File: src/rtl/shift_exec_stage_pkg.sv
// Shared definitions for the shift/rotate execute stage: widths and op encodings.
package shift_exec_stage_pkg;

  localparam int DATA_W    = 16;
  localparam int AMT_W     = 4;
  localparam int TAG_W_DEF = 4;

  typedef enum logic [1:0] {
    OP_SLL = 2'b00,
    OP_SRA = 2'b01,
    OP_ROR = 2'b10,
    OP_ILL = 2'b11
  } op_e;

endpackage

File: src/rtl/shift_exec_stage_if.sv
// Decode-side request and writeback-side result handshake of the shift execute stage.
interface shift_exec_stage_if
  import shift_exec_stage_pkg::*;
#(
  parameter int TAG_W = TAG_W_DEF
);

  logic              in_valid;
  logic              in_ready;
  logic [1:0]        in_op;
  logic [DATA_W-1:0] in_data;
  logic [AMT_W-1:0]  in_amt;
  logic [TAG_W-1:0]  in_tag;

  logic              out_valid;
  logic              out_ready;
  logic [DATA_W-1:0] out_data;
  logic [TAG_W-1:0]  out_tag;
  logic              out_err;

  modport master (
    output in_valid, in_op, in_data, in_amt, in_tag, out_ready,
    input  in_ready, out_valid, out_data, out_tag, out_err
  );

  modport slave (
    input  in_valid, in_op, in_data, in_amt, in_tag, out_ready,
    output in_ready, out_valid, out_data, out_tag, out_err
  );

endinterface

File: src/rtl/shift_exec_stage_shift_core.sv
// Combinational log shifter for SLL / SRA / ROR; illegal ops pass data through and flag err.
module shift_exec_stage_shift_core
  import shift_exec_stage_pkg::*;
(
  input  logic [1:0]        op,
  input  logic [DATA_W-1:0] data,
  input  logic [AMT_W-1:0]  amt,
  output logic [DATA_W-1:0] result,
  output logic              err
);

  function automatic logic [DATA_W-1:0] shift_by(input op_e o,
                                                 input logic [DATA_W-1:0] x,
                                                 input int unsigned sh);
    logic signed [DATA_W-1:0] xs;
    logic [DATA_W-1:0]        r;
    xs = x;
    case (o)
      OP_SLL:  r = x << sh;
      OP_SRA:  r = xs >>> sh;
      OP_ROR:  r = (x >> sh) | (x << (DATA_W - sh));
      default: r = x;
    endcase
    return r;
  endfunction

  op_e               op_dec;
  logic [DATA_W-1:0] lvl [AMT_W+1];

  assign op_dec = op_e'(op);
  assign lvl[0] = data;

  // Level k conditionally applies a shift of 2**k, selected by amt[k].
  for (genvar k = 0; k < AMT_W; k++) begin : g_lvl
    assign lvl[k+1] = amt[k] ? shift_by(op_dec, lvl[k], 2**k) : lvl[k];
  end

  assign result = lvl[AMT_W];
  assign err    = (op_dec == OP_ILL);

endmodule

File: src/rtl/shift_exec_stage.sv
// Two-stage pipelined shift/rotate execute stage with valid/ready on both sides and a retire-time Z flag.
module shift_exec_stage
  import shift_exec_stage_pkg::*;
#(
  parameter int TAG_W = TAG_W_DEF
)(
  input  logic               clk,
  input  logic               rst,
  input  logic               flush,
  shift_exec_stage_if.slave  bus,
  output logic               flag_z
);

  logic [1:0]        op_p1;
  logic [DATA_W-1:0] data_p1;
  logic [AMT_W-1:0]  amt_p1;
  logic [TAG_W-1:0]  tag_p1;
  logic              vld_p1;

  logic [DATA_W-1:0] data_p2;
  logic [TAG_W-1:0]  tag_p2;
  logic              err_p2;
  logic              vld_p2;

  logic [DATA_W-1:0] res_p1;
  logic              err_p1;
  logic              adv_p1;
  logic              accept;
  logic              retire;

  assign adv_p1       = vld_p1 && (!vld_p2 || bus.out_ready);
  assign bus.in_ready = !flush && (!vld_p1 || adv_p1);
  assign accept       = bus.in_valid && bus.in_ready;
  assign retire       = vld_p2 && bus.out_ready && !flush;

  // Stage 1: operand capture
  always_ff @(posedge clk) begin
    if (rst)         vld_p1 <= 1'b0;
    else if (flush)  vld_p1 <= 1'b0;
    else if (accept) vld_p1 <= 1'b1;
    else if (adv_p1) vld_p1 <= 1'b0;
  end

  always_ff @(posedge clk) begin
    if (accept) begin
      op_p1   <= bus.in_op;
      data_p1 <= bus.in_data;
      amt_p1  <= bus.in_amt;
      tag_p1  <= bus.in_tag;
    end
  end

  shift_exec_stage_shift_core u_core (
    .op     (op_p1),
    .data   (data_p1),
    .amt    (amt_p1),
    .result (res_p1),
    .err    (err_p1)
  );

  // Stage 2: result register, held while downstream stalls
  always_ff @(posedge clk) begin
    if (rst) begin
      vld_p2  <= 1'b0;
      data_p2 <= '0;
      tag_p2  <= '0;
      err_p2  <= 1'b0;
    end else begin
      if (flush)              vld_p2 <= 1'b0;
      else if (adv_p1)        vld_p2 <= 1'b1;
      else if (bus.out_ready) vld_p2 <= 1'b0;
      if (adv_p1 && !flush) begin
        data_p2 <= res_p1;
        tag_p2  <= tag_p1;
        err_p2  <= err_p1;
      end
    end
  end

  always_ff @(posedge clk) begin
    if (rst)         flag_z <= 1'b0;
    else if (retire) flag_z <= (data_p2 == '0);
  end

  assign bus.out_valid = vld_p2;
  assign bus.out_data  = data_p2;
  assign bus.out_tag   = tag_p2;
  assign bus.out_err   = err_p2;

endmodule

File: src/flat_wrapper.sv
// flat-port wrapper written by rule: the top's interface ports become plain ports
module shift_exec_stage_flat import shift_exec_stage_pkg::*;
#(
  parameter int TAG_W = TAG_W_DEF
)
  (clk, rst, flush, flag_z, bus_in_valid, bus_in_op, bus_in_data, bus_in_amt, bus_in_tag, bus_out_ready, bus_in_ready, bus_out_valid, bus_out_data, bus_out_tag, bus_out_err);
  shift_exec_stage_if #(.TAG_W(TAG_W)) bus_i ();
  input  logic clk;
  input  logic rst;
  input  logic flush;
  output logic flag_z;
  input wire logic [$bits(bus_i.in_valid)-1:0] bus_in_valid;
  input wire logic [$bits(bus_i.in_op)-1:0] bus_in_op;
  input wire logic [$bits(bus_i.in_data)-1:0] bus_in_data;
  input wire logic [$bits(bus_i.in_amt)-1:0] bus_in_amt;
  input wire logic [$bits(bus_i.in_tag)-1:0] bus_in_tag;
  input wire logic [$bits(bus_i.out_ready)-1:0] bus_out_ready;
  output wire logic [$bits(bus_i.in_ready)-1:0] bus_in_ready;
  output wire logic [$bits(bus_i.out_valid)-1:0] bus_out_valid;
  output wire logic [$bits(bus_i.out_data)-1:0] bus_out_data;
  output wire logic [$bits(bus_i.out_tag)-1:0] bus_out_tag;
  output wire logic [$bits(bus_i.out_err)-1:0] bus_out_err;
  assign bus_i.in_valid = bus_in_valid;
  assign bus_i.in_op = bus_in_op;
  assign bus_i.in_data = bus_in_data;
  assign bus_i.in_amt = bus_in_amt;
  assign bus_i.in_tag = bus_in_tag;
  assign bus_i.out_ready = bus_out_ready;
  assign bus_in_ready = bus_i.in_ready;
  assign bus_out_valid = bus_i.out_valid;
  assign bus_out_data = bus_i.out_data;
  assign bus_out_tag = bus_i.out_tag;
  assign bus_out_err = bus_i.out_err;
  shift_exec_stage #(.TAG_W(TAG_W)) u_core (.clk(clk), .rst(rst), .flush(flush), .bus(bus_i), .flag_z(flag_z));
endmodule
File: config.mk
export PLATFORM = sky130hd
export DESIGN_NAME = shift_exec_stage_flat
export DESIGN_NICKNAME = d
export VERILOG_FILES = /design/src/rtl/shift_exec_stage_pkg.sv /design/src/rtl/shift_exec_stage_if.sv /design/src/rtl/shift_exec_stage_shift_core.sv /design/src/rtl/shift_exec_stage.sv /design/src/flat_wrapper.sv
export SDC_FILE = /design/constraint.sdc
export NUM_CORES = 1
export LEC_CHECK = 0
export BUFFER_PORTS_ARGS = -buffer_cell sky130_fd_sc_hd__buf_4
export CAP_MARGIN = 20
export CORE_ASPECT_RATIO = 0.9
export CORE_UTILIZATION = 30
export DETAILED_ROUTE_END_ITERATION = 16
export GPL_TIMING_DRIVEN = 1
export SLEW_MARGIN = 30
export SYNTH_ARGS = -nofsm -noshare
export SYNTH_HDL_FRONTEND = slang
export SYNTH_SLANG_ARGS = --single-unit
File: constraint.sdc
create_clock -name clk -period 2.7 [get_ports clk]
set_input_delay 0.54 -clock clk [delete_from_list [all_inputs] [get_ports clk]]
set_output_delay 0.54 -clock clk [all_outputs]
set_load 0.02 [all_outputs]
==> metrics.txt <==
critical path class=flop to flop; via density per instance=6.12; Unique masters post-synth=78; most common cell after layout, fill and taps aside=buf_4; global-route wire length before repair=~23,000 µm; Longest Clk Path Bufs=2; worst vdd ir=0.000214 V; reg-to-reg endpoint=u_core.bus.out_data[11]$_SDFFE_PP0P_; fin crit period=between 2000 and 3000 ps; I/O pin total=55; drt first pass iters=5; Synth warnings=0; aggregate global routing overflow=0; Seq/Total Area, Yosys=between 30 and 40%; dpl hpwl=11,200 µm; area delta synth->final=19.4%; Die Ht=113 µm; routability congestion estimate=0.928; number of enable flip-flop cells after synthesis=26; met3 wire length=1290 µm; vias in the first global route=around 4,200; CTS Hold Bufs=0; Synth area leader=edfxtp_1; Final #Nets=586; worst min-delay path class=primary input to flop; Worst setup endpoint=u_core.bus.out_data[11]$_SDFFE_PP0P_; Reg2Reg Setup Slack=150 ps; CP startpoint kind=flop; H-tree levels=2; placed cells=716; Yosys top cell area share=18.9%; Post-Route Setup TNS=0 ps; cts bufs inserted=5; worst r2r path cells=8; asr flop ratio synth=0%; top cells by area, synth=edfxtp_1, dfxtp_1, mux2i_1; status=complete, no violations; CP Launch Point=u_core.op_p1[0]$_DFFE_PP_; worst-case clock skew=approximately 7.6 ps; Power Total=2320 µW; Routed Wire Length=about 15,000 µm; CP Capture Type=flop; core area=13,400 µm²; antenna cells=0; Finished Core Util=between 30% and 40%; Seq cells post-synth=50; Synth Flop Type=edfxtp_1; Worst EP required=2890 ps; I/O Buffers=54; met1 wire length=around 6600 µm; Top Layer Used=met4; Net Count, Synth=535; All-Layer GR Usage=about 22%; largest net degree at the start of global routing=44; reg2reg start=u_core.op_p1[0]$_DFFE_PP_; num rows=40; die width=roughly 130 µm; CTS sink count=50; initial antenna violation count=0; later-pin clock latency in the skew report=310 ps; CP Data Arrival Time=2740 ps; CTS tree=built; final setup fails=0; drt drc=0; Peak Freq=~390 MHz; RSZ-0062 raised after global routing=no; clock root cell=clkbuf_16; most frequent cells in the layout=buf_4, nand2_1, nor2_1, a21oi_1, edfxtp_1; met2 routed wirelength=roughly 6500 µm; total die area=14,200 µm²; fin cells=724; Cell Area, Synth=4120 µm²; drt wl/cell=20.7 µm; LEAKAGE=0.00189 µW; Worst-path clk slew=80 ps; Starting Density=30.8%; worst-path fanout max=13; post-route ant nets=0; maxcap violations=0; DRT iter0 DRCs=400; fraction of layout cells with a size suffix above 1=20.5%; Worst-Margin Slew=about 560 ps; pwr/cell area=472 nW/µm²; max_slew headroom=62.3%; DR vias=4,430; final slew viol count=0; worst hold slack=398 ps; gate count of the mapped netlist=504; syn_area_per_cell=approximately 8 µm²; period utilization=between 90% and 100%; Filler cells=~1,400; Final Hold Fails=0
==> per-layer routing <==
metal | vias to the layer above | global-route usage (%)
li1 | 2039 | -
met4 | 0 | 9.92
met5 | - | 0
met3 | 43 | 4.21
met1 | 2115 | 29.6
met2 | 233 | 32.6
==> stage by stage <==
step | worst slack, ps | cell area (µm²)
floorplan | 550 | 4120
global placement | 196 | 4760
detailed placement | 188 | 4760
CTS | 174 | 4910
global route | 3.57 | 4920
finish | 147 | 4920
==> cell type report <==
class | instances | area [µm²] | area share (%)
flip-flops and latches | 50 | 1260 | 25.6
clock inverters | 3 | 28.8 | 0.585
well taps | 168 | 210 | 4.27
repair buffers | 87 | 691 | 14.0
inverters | 10 | 37.5 | 0.763
multi-input cells | 401 | 2570 | 52.2
clock buffers | 5 | 125 | 2.54
==> synthesized netlist by cell type, drive strengths merged, types with 3 or more instances <==
library cell   n
nand2         58
nor2          46
a21oi         36
edfxtp        26
o21ai         26
buf           25
dfxtp         24
mux2i         23
clkbuf        18
nand2b        18
o22ai         15
o211ai        12
a211oi        11
inv           10
nand3b         9
nor3           8
a311oi         7
a31oi          7
nand3          7
nor4           7
a21o           6
and2           6
o221ai         6
or3            6
and3           5
a211o          4
a22oi          4
mux2           4
nand4b         4
nor2b          4
o31ai          4
o32ai          4
a2111oi        3
a221oi         3
a32oi          3
nand4          3
nor3b          3
o21bai         3
o2bb2ai        3
or2            3
==> power by group <==
group	leakage, µW	switching (µW)	internal (µW)
Clock	0.0000763	320	356
Combinational	0.00138	446	295
Sequential	0.000439	62.3	844
Total	0.00189	829	1500
==> worst min path at each step <==
stage	from	endpoint	slack (ps)	cells after the start
2_1_floorplan	u_core.tag_p1[0]$_DFFE_PP_	u_core.bus.out_tag[0]$_SDFFE_PP0P_	470	2
3_3_place_gp	u_core.bus.out_tag[2]$_SDFFE_PP0P_	u_core.bus.out_tag[2]$_SDFFE_PP0P_	450	2
3_5_place_dp	u_core.bus.out_tag[2]$_SDFFE_PP0P_	u_core.bus.out_tag[2]$_SDFFE_PP0P_	450	2
4_1_cts	bus_in_amt[2]	u_core.amt_p1[2]$_DFFE_PP_	390	1
5_1_grt	bus_in_amt[2]	u_core.amt_p1[2]$_DFFE_PP_	390	1
6_report	bus_in_amt[2]	u_core.amt_p1[2]$_DFFE_PP_	400	1
==> what timing repair did <==
item                                    CTS  global route
endpoints found under the setup margin    0             1
setup buffers                             0             0
resized for setup                         0             1
==> logic make-up after synthesis <==
family | Yosys count | share of synthesized area, %
AND/OR/NAND/NOR | 192 | 23.5
flip-flops | 50 | 30.6
buffers and inverters | 53 | 7.35
multiplexers | 28 | 7.23
AO/OA/AOI/OAI | 180 | 31.1
XOR/XNOR | 1 | 0.213
==> sequential cells by signal, summed over array words and instances, names as in the netlist <==
signal / cells
u_core.bus.out_data: 16
u_core.data_p1: 16
u_core.amt_p1: 4
u_core.bus.out_tag: 4
u_core.tag_p1: 4
u_core.op_p1: 2
u_core.bus.out_err: 1
u_core.bus.out_valid: 1
u_core.flag_z: 1
u_core.vld_p1: 1
==> critical path, stage by stage, from the launching register on <==
cell	delay, ps
edfxtp_1	440
buf_4	230
mux2_2	360
o22ai_1	110
a21o_1	260
a2bb2o_1	350
a2111oi_2	410
o311a_1	210
a211oi_1	60
Note: power is estimated with default switching activity, not from simulation.
